`config.mk`:
```
export PLATFORM = sky130hd
export DESIGN_NAME = lru_replacement_unit_flat
export DESIGN_NICKNAME = d
export VERILOG_FILES = /design/src/rtl/lru_replacement_unit_if.sv /design/src/rtl/lru_replacement_unit.sv /design/src/flat_wrapper.sv
export SDC_FILE = /design/constraint.sdc
export NUM_CORES = 1
export LEC_CHECK = 0
export CAP_MARGIN = 25
export CORE_MARGIN = 2
export CORE_UTILIZATION = 40
export DETAILED_ROUTE_END_ITERATION = 10
export PLACE_DENSITY = 0.73
export SLEW_MARGIN = 20
export SYNTH_ARGS = -nofsm -noshare
export SYNTH_HDL_FRONTEND = slang
export SYNTH_SLANG_ARGS = --single-unit
```
`constraint.sdc`:
```
create_clock -name clk_i -period 5.2 [get_ports clk_i]
set_clock_uncertainty 0.05 [all_clocks]
set_input_delay 0.52 -clock clk_i [delete_from_list [all_inputs] [get_ports clk_i]]
set_output_delay 0.52 -clock clk_i [all_outputs]
set_load 0.05 [all_outputs]
```
`src/rtl/lru_replacement_unit_if.sv`:
```
// Bus between the turn-key cache and its LRU replacement unit: access
// notifications, the victim way, the CAM hit encoder and a rank debug view.
interface lru_replacement_unit_if;
    // The access ports are valid-only and have no ready signal. The unit
    // accepts and applies every access whose v*_i is high at a rising edge.
    // access*_i is ignored while its v*_i is low.
    logic [1:0] access1_i;
    logic       v1_i;
    logic [1:0] access2_i;
    logic       v2_i;
    logic [1:0] replace_which_o;
    logic [3:0] hit_i;
    logic [1:0] hit_idx_o;
    logic       hit_any_o;
    logic [7:0] rank_dbg_o;

    modport master (
        output access1_i, v1_i, access2_i, v2_i, hit_i,
        input  replace_which_o, hit_idx_o, hit_any_o, rank_dbg_o
    );

    modport slave (
        input  access1_i, v1_i, access2_i, v2_i, hit_i,
        output replace_which_o, hit_idx_o, hit_any_o, rank_dbg_o
    );
endinterface

```
`src/rtl/lru_replacement_unit.sv`:
```
// True-LRU state for a 4-way cache plus the hit-vector priority encoder.
// Define LRU_RECORDER_DUAL_PORT_EN to enable the second (read/write) access port.
module lru_replacement_unit (
    input  logic                  clk_i,
    input  logic                  reset_i,
    lru_replacement_unit_if.slave bus
);
    typedef logic [3:0][1:0] rank_t;

    localparam rank_t RESET_RANKS = {2'd3, 2'd2, 2'd1, 2'd0};

    rank_t rank_q;
    rank_t rank_after1;
    rank_t rank_next;

    // Ranks above the touched way slide down one step; the touched way becomes
    // MRU. Touching the MRU way therefore leaves the order unchanged.
    function automatic rank_t touch(input rank_t r, input logic [1:0] a);
        rank_t n;
        n = r;
        for (int w = 0; w < 4; w++) begin
            if (r[w] > r[a]) begin
                n[w] = r[w] - 2'd1;
            end
        end
        n[a] = 2'd3;
        return n;
    endfunction

    always_comb begin
        rank_after1 = rank_q;
        if (bus.v1_i) begin
            rank_after1 = touch(rank_q, bus.access1_i);
        end
    end

`ifdef LRU_RECORDER_DUAL_PORT_EN
    // Port 2 is applied to the order produced by port 1, so it ends as MRU.
    always_comb begin
        rank_next = rank_after1;
        if (bus.v2_i) begin
            rank_next = touch(rank_after1, bus.access2_i);
        end
    end
`else
    logic unused_port2;
    assign unused_port2 = ^{bus.access2_i, bus.v2_i};

    always_comb begin
        rank_next = rank_after1;
    end
`endif

    always_ff @(posedge clk_i) begin
        if (reset_i) begin
            rank_q <= RESET_RANKS;
        end else begin
            rank_q <= rank_next;
        end
    end

    // Victim comes from registered state only; the cache loops it back into
    // access1_i within the same cycle.
    always_comb begin
        bus.replace_which_o = 2'd0;
        for (int w = 0; w < 4; w++) begin
            if (rank_q[w] == 2'd0) begin
                bus.replace_which_o = 2'(w);
            end
        end
    end

    // Scan from the top so the lowest set bit is the last to write.
    always_comb begin
        bus.hit_idx_o = 2'd0;
        for (int w = 3; w >= 0; w--) begin
            if (bus.hit_i[w]) begin
                bus.hit_idx_o = 2'(w);
            end
        end
    end

    assign bus.hit_any_o  = |bus.hit_i;
    assign bus.rank_dbg_o = rank_q;
endmodule

```
`src/flat_wrapper.sv`:
```
// flat-port wrapper written by rule: the top's interface ports become plain ports
module lru_replacement_unit_flat 
  (clk_i, reset_i, bus_access1_i, bus_v1_i, bus_access2_i, bus_v2_i, bus_hit_i, bus_replace_which_o, bus_hit_idx_o, bus_hit_any_o, bus_rank_dbg_o);
  lru_replacement_unit_if bus_i ();
  input  logic clk_i;
  input  logic reset_i;
  input wire logic [$bits(bus_i.access1_i)-1:0] bus_access1_i;
  input wire logic [$bits(bus_i.v1_i)-1:0] bus_v1_i;
  input wire logic [$bits(bus_i.access2_i)-1:0] bus_access2_i;
  input wire logic [$bits(bus_i.v2_i)-1:0] bus_v2_i;
  input wire logic [$bits(bus_i.hit_i)-1:0] bus_hit_i;
  output wire logic [$bits(bus_i.replace_which_o)-1:0] bus_replace_which_o;
  output wire logic [$bits(bus_i.hit_idx_o)-1:0] bus_hit_idx_o;
  output wire logic [$bits(bus_i.hit_any_o)-1:0] bus_hit_any_o;
  output wire logic [$bits(bus_i.rank_dbg_o)-1:0] bus_rank_dbg_o;
  assign bus_i.access1_i = bus_access1_i;
  assign bus_i.v1_i = bus_v1_i;
  assign bus_i.access2_i = bus_access2_i;
  assign bus_i.v2_i = bus_v2_i;
  assign bus_i.hit_i = bus_hit_i;
  assign bus_replace_which_o = bus_i.replace_which_o;
  assign bus_hit_idx_o = bus_i.hit_idx_o;
  assign bus_hit_any_o = bus_i.hit_any_o;
  assign bus_rank_dbg_o = bus_i.rank_dbg_o;
  lru_replacement_unit u_core (.clk_i(clk_i), .reset_i(reset_i), .bus(bus_i));
endmodule
```
Word level (Yosys, flattened, before mapping). Cells that the tools add are included.

Bitwise gates (word level): 1. Magnitude comparators: 6. Add/sub/neg operators: 4. Muxes and demuxes: 19. Reduce and logical (&&, ||, !) cells: 5.

Operators by type and width (count): 2-bit 2-to-1 mux (16); 2-bit > comparator (4); 8-bit OR (1); 2-bit by 1-bit subtractor with 2-bit output, second input constant (4); 2-bit zero test (3); 2-bit binary-select mux with 2-bit select (1); 2-bit demux with 2-bit select (1); 4-bit OR reduction (1); 2-bit by 3-bit less-than comparator with 1-bit output, second input constant (1); 2-bit by 1-bit greater-or-equal comparator with 1-bit output, second input constant (1); 1-bit logical AND (1); 1-bit 2-to-1 mux (1).

Flip-flop bits (word level): 8. Input port bits: 12. Logic and storage cells: 39. Output and inout bits: 13.

Longest topological paths before layout.
Depth in word-level cells: 6. Mapped depth: 7. Gate-level depth less buffers: 7.

Worst setup path before layout. Ideal clock, no wire load.

Path kind: register to register. Start: register u_core.rank_q (netlist bit u_core.bus.rank_dbg_o[7]). End: register u_core.rank_q (netlist bit u_core.bus.rank_dbg_o[2]). Slack: 2960 ps. Stages on the path, launching flop included: 8. Data arrival time: 2063 ps. Library setup time: 127 ps. Clock period less this slack: 2240 ps. Path buffers: 0. Path through: dfxtp_1 > mux4_2 > inv_1 > ha_1 > nor2b_4 > o211ai_4 > xnor2_1 > or3_1.

Cells in the longest elaborated chain, start to end: 6.

Ends and longest elaborated chain: start: declaration (line lru_replacement_unit.sv:12) `rank_t rank_q;`; start signal: assignment (line lru_replacement_unit.sv:58) `rank_q <= rank_next;`; 2-bit binary-select mux with 2-bit select (line lru_replacement_unit.sv:22) `if (r[w] > r[a]) begin`; 2-bit 2-to-1 mux (implied by the code) (line lru_replacement_unit.sv:22); 2-bit > comparator (line lru_replacement_unit.sv:22); 2-bit 2-to-1 mux (line lru_replacement_unit.sv:22); 2-bit 2-to-1 mux (line lru_replacement_unit.sv:32) `if (bus.v1_i) begin`; 8-bit OR (no source line).

Every way passes these cells. The select of a mux whose other input is x is not followed. A chain may end at the register's enable or synchronous reset.

Worst setup path after layout.
Start: input bus_access1_i[0]. End: register u_core.rank_q (netlist bit u_core.bus.rank_dbg_o[2]).

Cells in the longest elaborated chain, start to end: 6. Elaborated cells on any way between the ends: 11. Classes of those cells: order compare (3); mux (6); bitwise (1); reduce/logical (1).

Ends and longest elaborated chain: start: declaration (line flat_wrapper.sv:7) `input wire logic [$bits(bus_i.access1_i)-1:0] bus_access1_i;`; 2-bit binary-select mux with 2-bit select (line lru_replacement_unit.sv:22); 2-bit 2-to-1 mux (implied by the code) (line lru_replacement_unit.sv:22); 2-bit > comparator (line lru_replacement_unit.sv:22); 2-bit 2-to-1 mux (line lru_replacement_unit.sv:22); 2-bit 2-to-1 mux (line lru_replacement_unit.sv:32); 8-bit OR (no source line) (*).

Every way passes the cells marked *; elsewhere a longest branch is shown, timed or not. The select of a mux whose other input is x is not followed.

==> flow_summary.yaml <==
route:
  drc_errors: 0
  vias: 629
  dr.first_iter.drc_count: 5
  vias_per_cell: 5.52
  wl_mm: 1.48
  wl_per_cell_um: 13.0
  final_antenna_net_count: 0
  first_pass_iters: 3
floorplanning:
  std_cell_rows: 14
  initial_utilization: 0.436
  io_pins: 25
  coreArea_um2: 1540
  dieArea_um2: 2020
  die_h_um: 45.0
  die_w_um: 45.0
pwr:
  powerDensity_nw_per_um2: 617
  p_leak_nw: 0.431
  fin_total_pwr_mw: 0.566
  max-vdd-ir-drop_mv: 0.359
timing:
  hold_viol: 0
  finalCritPeriodShare: 0.517
  min_period_ps: 2690
  slew_headroom: 0.664
  setup_ws_ps: 2510
  drv_slew: 0
  setup_viol: 0
  tightest_slew_ps: 502
  whs_ps: 468
  tns_ps: 0
  rsz0062_at_grt: "no"
  fmax_mhz: 372
hold_path:
  hold_start: "u_core.bus.rank_dbg_o[0]"
  hp-class: "register to register"
  min_path_cells: 2
worst_setup_path:
  critPathMaxStageDelay_ps: 590
  r2r-start: "u_core.bus.rank_dbg_o[7]"
  critical_path_arrival_ps: 2790
  critPathTopFamily: "buffers and inverters"
  cp_slowest_cell: "clkdlybuf4s50_1"
  critical_path_class: "input pin to register"
  critPathLaunchType: "input pin"
  endpoint_kind: "register"
  cp_max_fo: 6
  r2r_cells: 7
  worst-path-stages: 8
  crit_chain: "clkdlybuf4s50_1 > mux4_2 > inv_1 > ha_1 > nor2b_4 > o211ai_4 > xnor2_1 > or3_1"
  critPathBufInv: 2
  crit_required_ps: 5300
  startpoint: "bus_access1_i[0]"
clock_network:
  cts_setup_buffers: 0
  clock_sinks: 8
  cts_resized: 0
  cts.root.buffer_cell: "clkbuf_4"
  clockBufferDepth: 2
  clk_latency_ps: 260
  numCtsBuffers: 3
  cts_tree: "done"
  hold_buffers: 0
  h-tree-depth: 1
  path_clk_slew_ps: 60
global_routing:
  grt.total_usage: 0.179
  grt_pass1_wl_mm: 2.58
  grt_start_max_net_pins: 10
  antenna_found_initial: 0
  grt_pass1_vias: 605
  globalRoute.totalOverflow: 0
synthesis:
  postSynthCellCount: 75
  netlist_area_um2: 672
  synth_top_area_cell: "dfxtp_1"
  yosys_warnings: 0
  synth_top_area_frac: 0.238
  ys_types: 25
  synth_nets: 98
  syn_area_per_cell_um2: 8.96
  synth_seq_cells: 8
  yosys-top-cells-area: "dfxtp_1, ha_1, mux4_2, inv_1, nand2_1"
  synth_seq_area_share: 0.238
job:
  cap_violations: 0
place:
  numPortBuffers: 21
  gp_congestion: 0.759
  placedCellCount: 111
  pre_cts_ws_ps: 2220
  dpl.hpwl_mm: 1.23
finish:
  fin_cells: 114
  fill_cells: 137
  largest_register_ffs: 8
  fin_nets: 123
  drive_above_1_share: 0.102
  antenna_cells: 0
  area_growth_pct: 36.5
status:
  status: "completed"
## routing by layer
metal	track usage	part of all wire	up-vias
li1	-	-	311
met4	0.0882	0.018	0
met3	0.0280	0.054	4
met2	0.326	0.50	18
met5	0	0	-
met1	0.198	0.43	296
## report_power, final
| group | total, mW | internal, mW | switching [mW] | leakage (nW) |
|---|---|---|---|---|
| Combinational | 0.404 | 0.167 | 0.237 | 0.351 |
| Sequential | 0.110 | 0.0849 | 0.0255 | 0.0660 |
| Clock | 0.0518 | 0.0267 | 0.0251 | 0.0138 |
## cells in the mapped netlist
master and number:
xor2_1 1, ha_1 11, nor2b_1 3, a21oi_1 3, a31oi_1 2, a21o_1 1
nor3_1 1, nor2_1 4, o211ai_4 1, buf_4 1, dfxtp_1 8, xnor2_1 3
o211ai_1 3, nor2b_4 1, o21a_1 1, mux2i_1 1, nand2_1 10, o211ai_2 1
or3b_2 1, or2_2 1, or3_1 1, mux4_2 2, inv_1 11, nand3b_1 1
o2111ai_1 2
## cell families (layout without fill, tap and decap cells)
group           Yosys count  count (layout)  synth area share
fa+ha+maj                11              11             0.205
compound gates           14              14             0.173
xor+xnor                  4               4            0.0522
simple gates             23              23             0.177
buf+inv                  12              35            0.0726
mux                       3               3            0.0819
flops                     8               8             0.238
## final timing paths
kind / endpoint / slack, ps
hold / removal: u_core.bus.rank_dbg_o[0] / 470
setup / recovery: u_core.bus.rank_dbg_o[2] / 2510
hold reg to reg: u_core.bus.rank_dbg_o[0] / 470
setup reg to reg: u_core.bus.rank_dbg_o[2] / 3070
## metrics by stage
stage / area (um^2) / utilization
floorplan: 672 / -
CTS: 917 / 0.595
finish: 917 / 0.595
global placement: 895 / 0.580
detailed placement: 895 / 0.580
global route: 917 / 0.595
## cell usage in the layout, fill, tap and decap left out
master / instances
a21oi_1: 3
o211ai_4: 1
nand3b_1: 1
o2111ai_1: 2
nor2b_1: 3
xor2_1: 1
o211ai_1: 3
nor2_1: 4
o21a_1: 1
or2_2: 1
nor2b_4: 1
a31oi_1: 2
or3_1: 1
nor3_1: 1
xnor2_1: 3
or3b_2: 1
ha_1: 11
o211ai_2: 1
a21o_1: 1
inv_1: 11
clkbuf_4: 3
nand2_1: 10
mux2i_1: 1
dfxtp_1: 8
mux4_2: 2
clkdlybuf4s50_1: 21
## layout make-up
class	instances	area, um^2	area share
Clock buffer	3	22.5	0.0246
Timing Repair Buffer	21	210	0.229
Sequential cell	8	160	0.175
Tap cell	16	20.0	0.0218
Multi-Input combinational cell	55	463	0.505
Inverter	11	41.3	0.0450
## worst min-delay path, delay by kind of cell, from the launching register on
| kind | cells | cell delay, ps |
|---|---|---|
| and+or+nand+nor | 1 | 70 |
| DFF | 1 | 330 |
| AOI/OAI and AO/OA | 1 | 70 |
No activity file was read; power rests on OpenSTA's default activity.
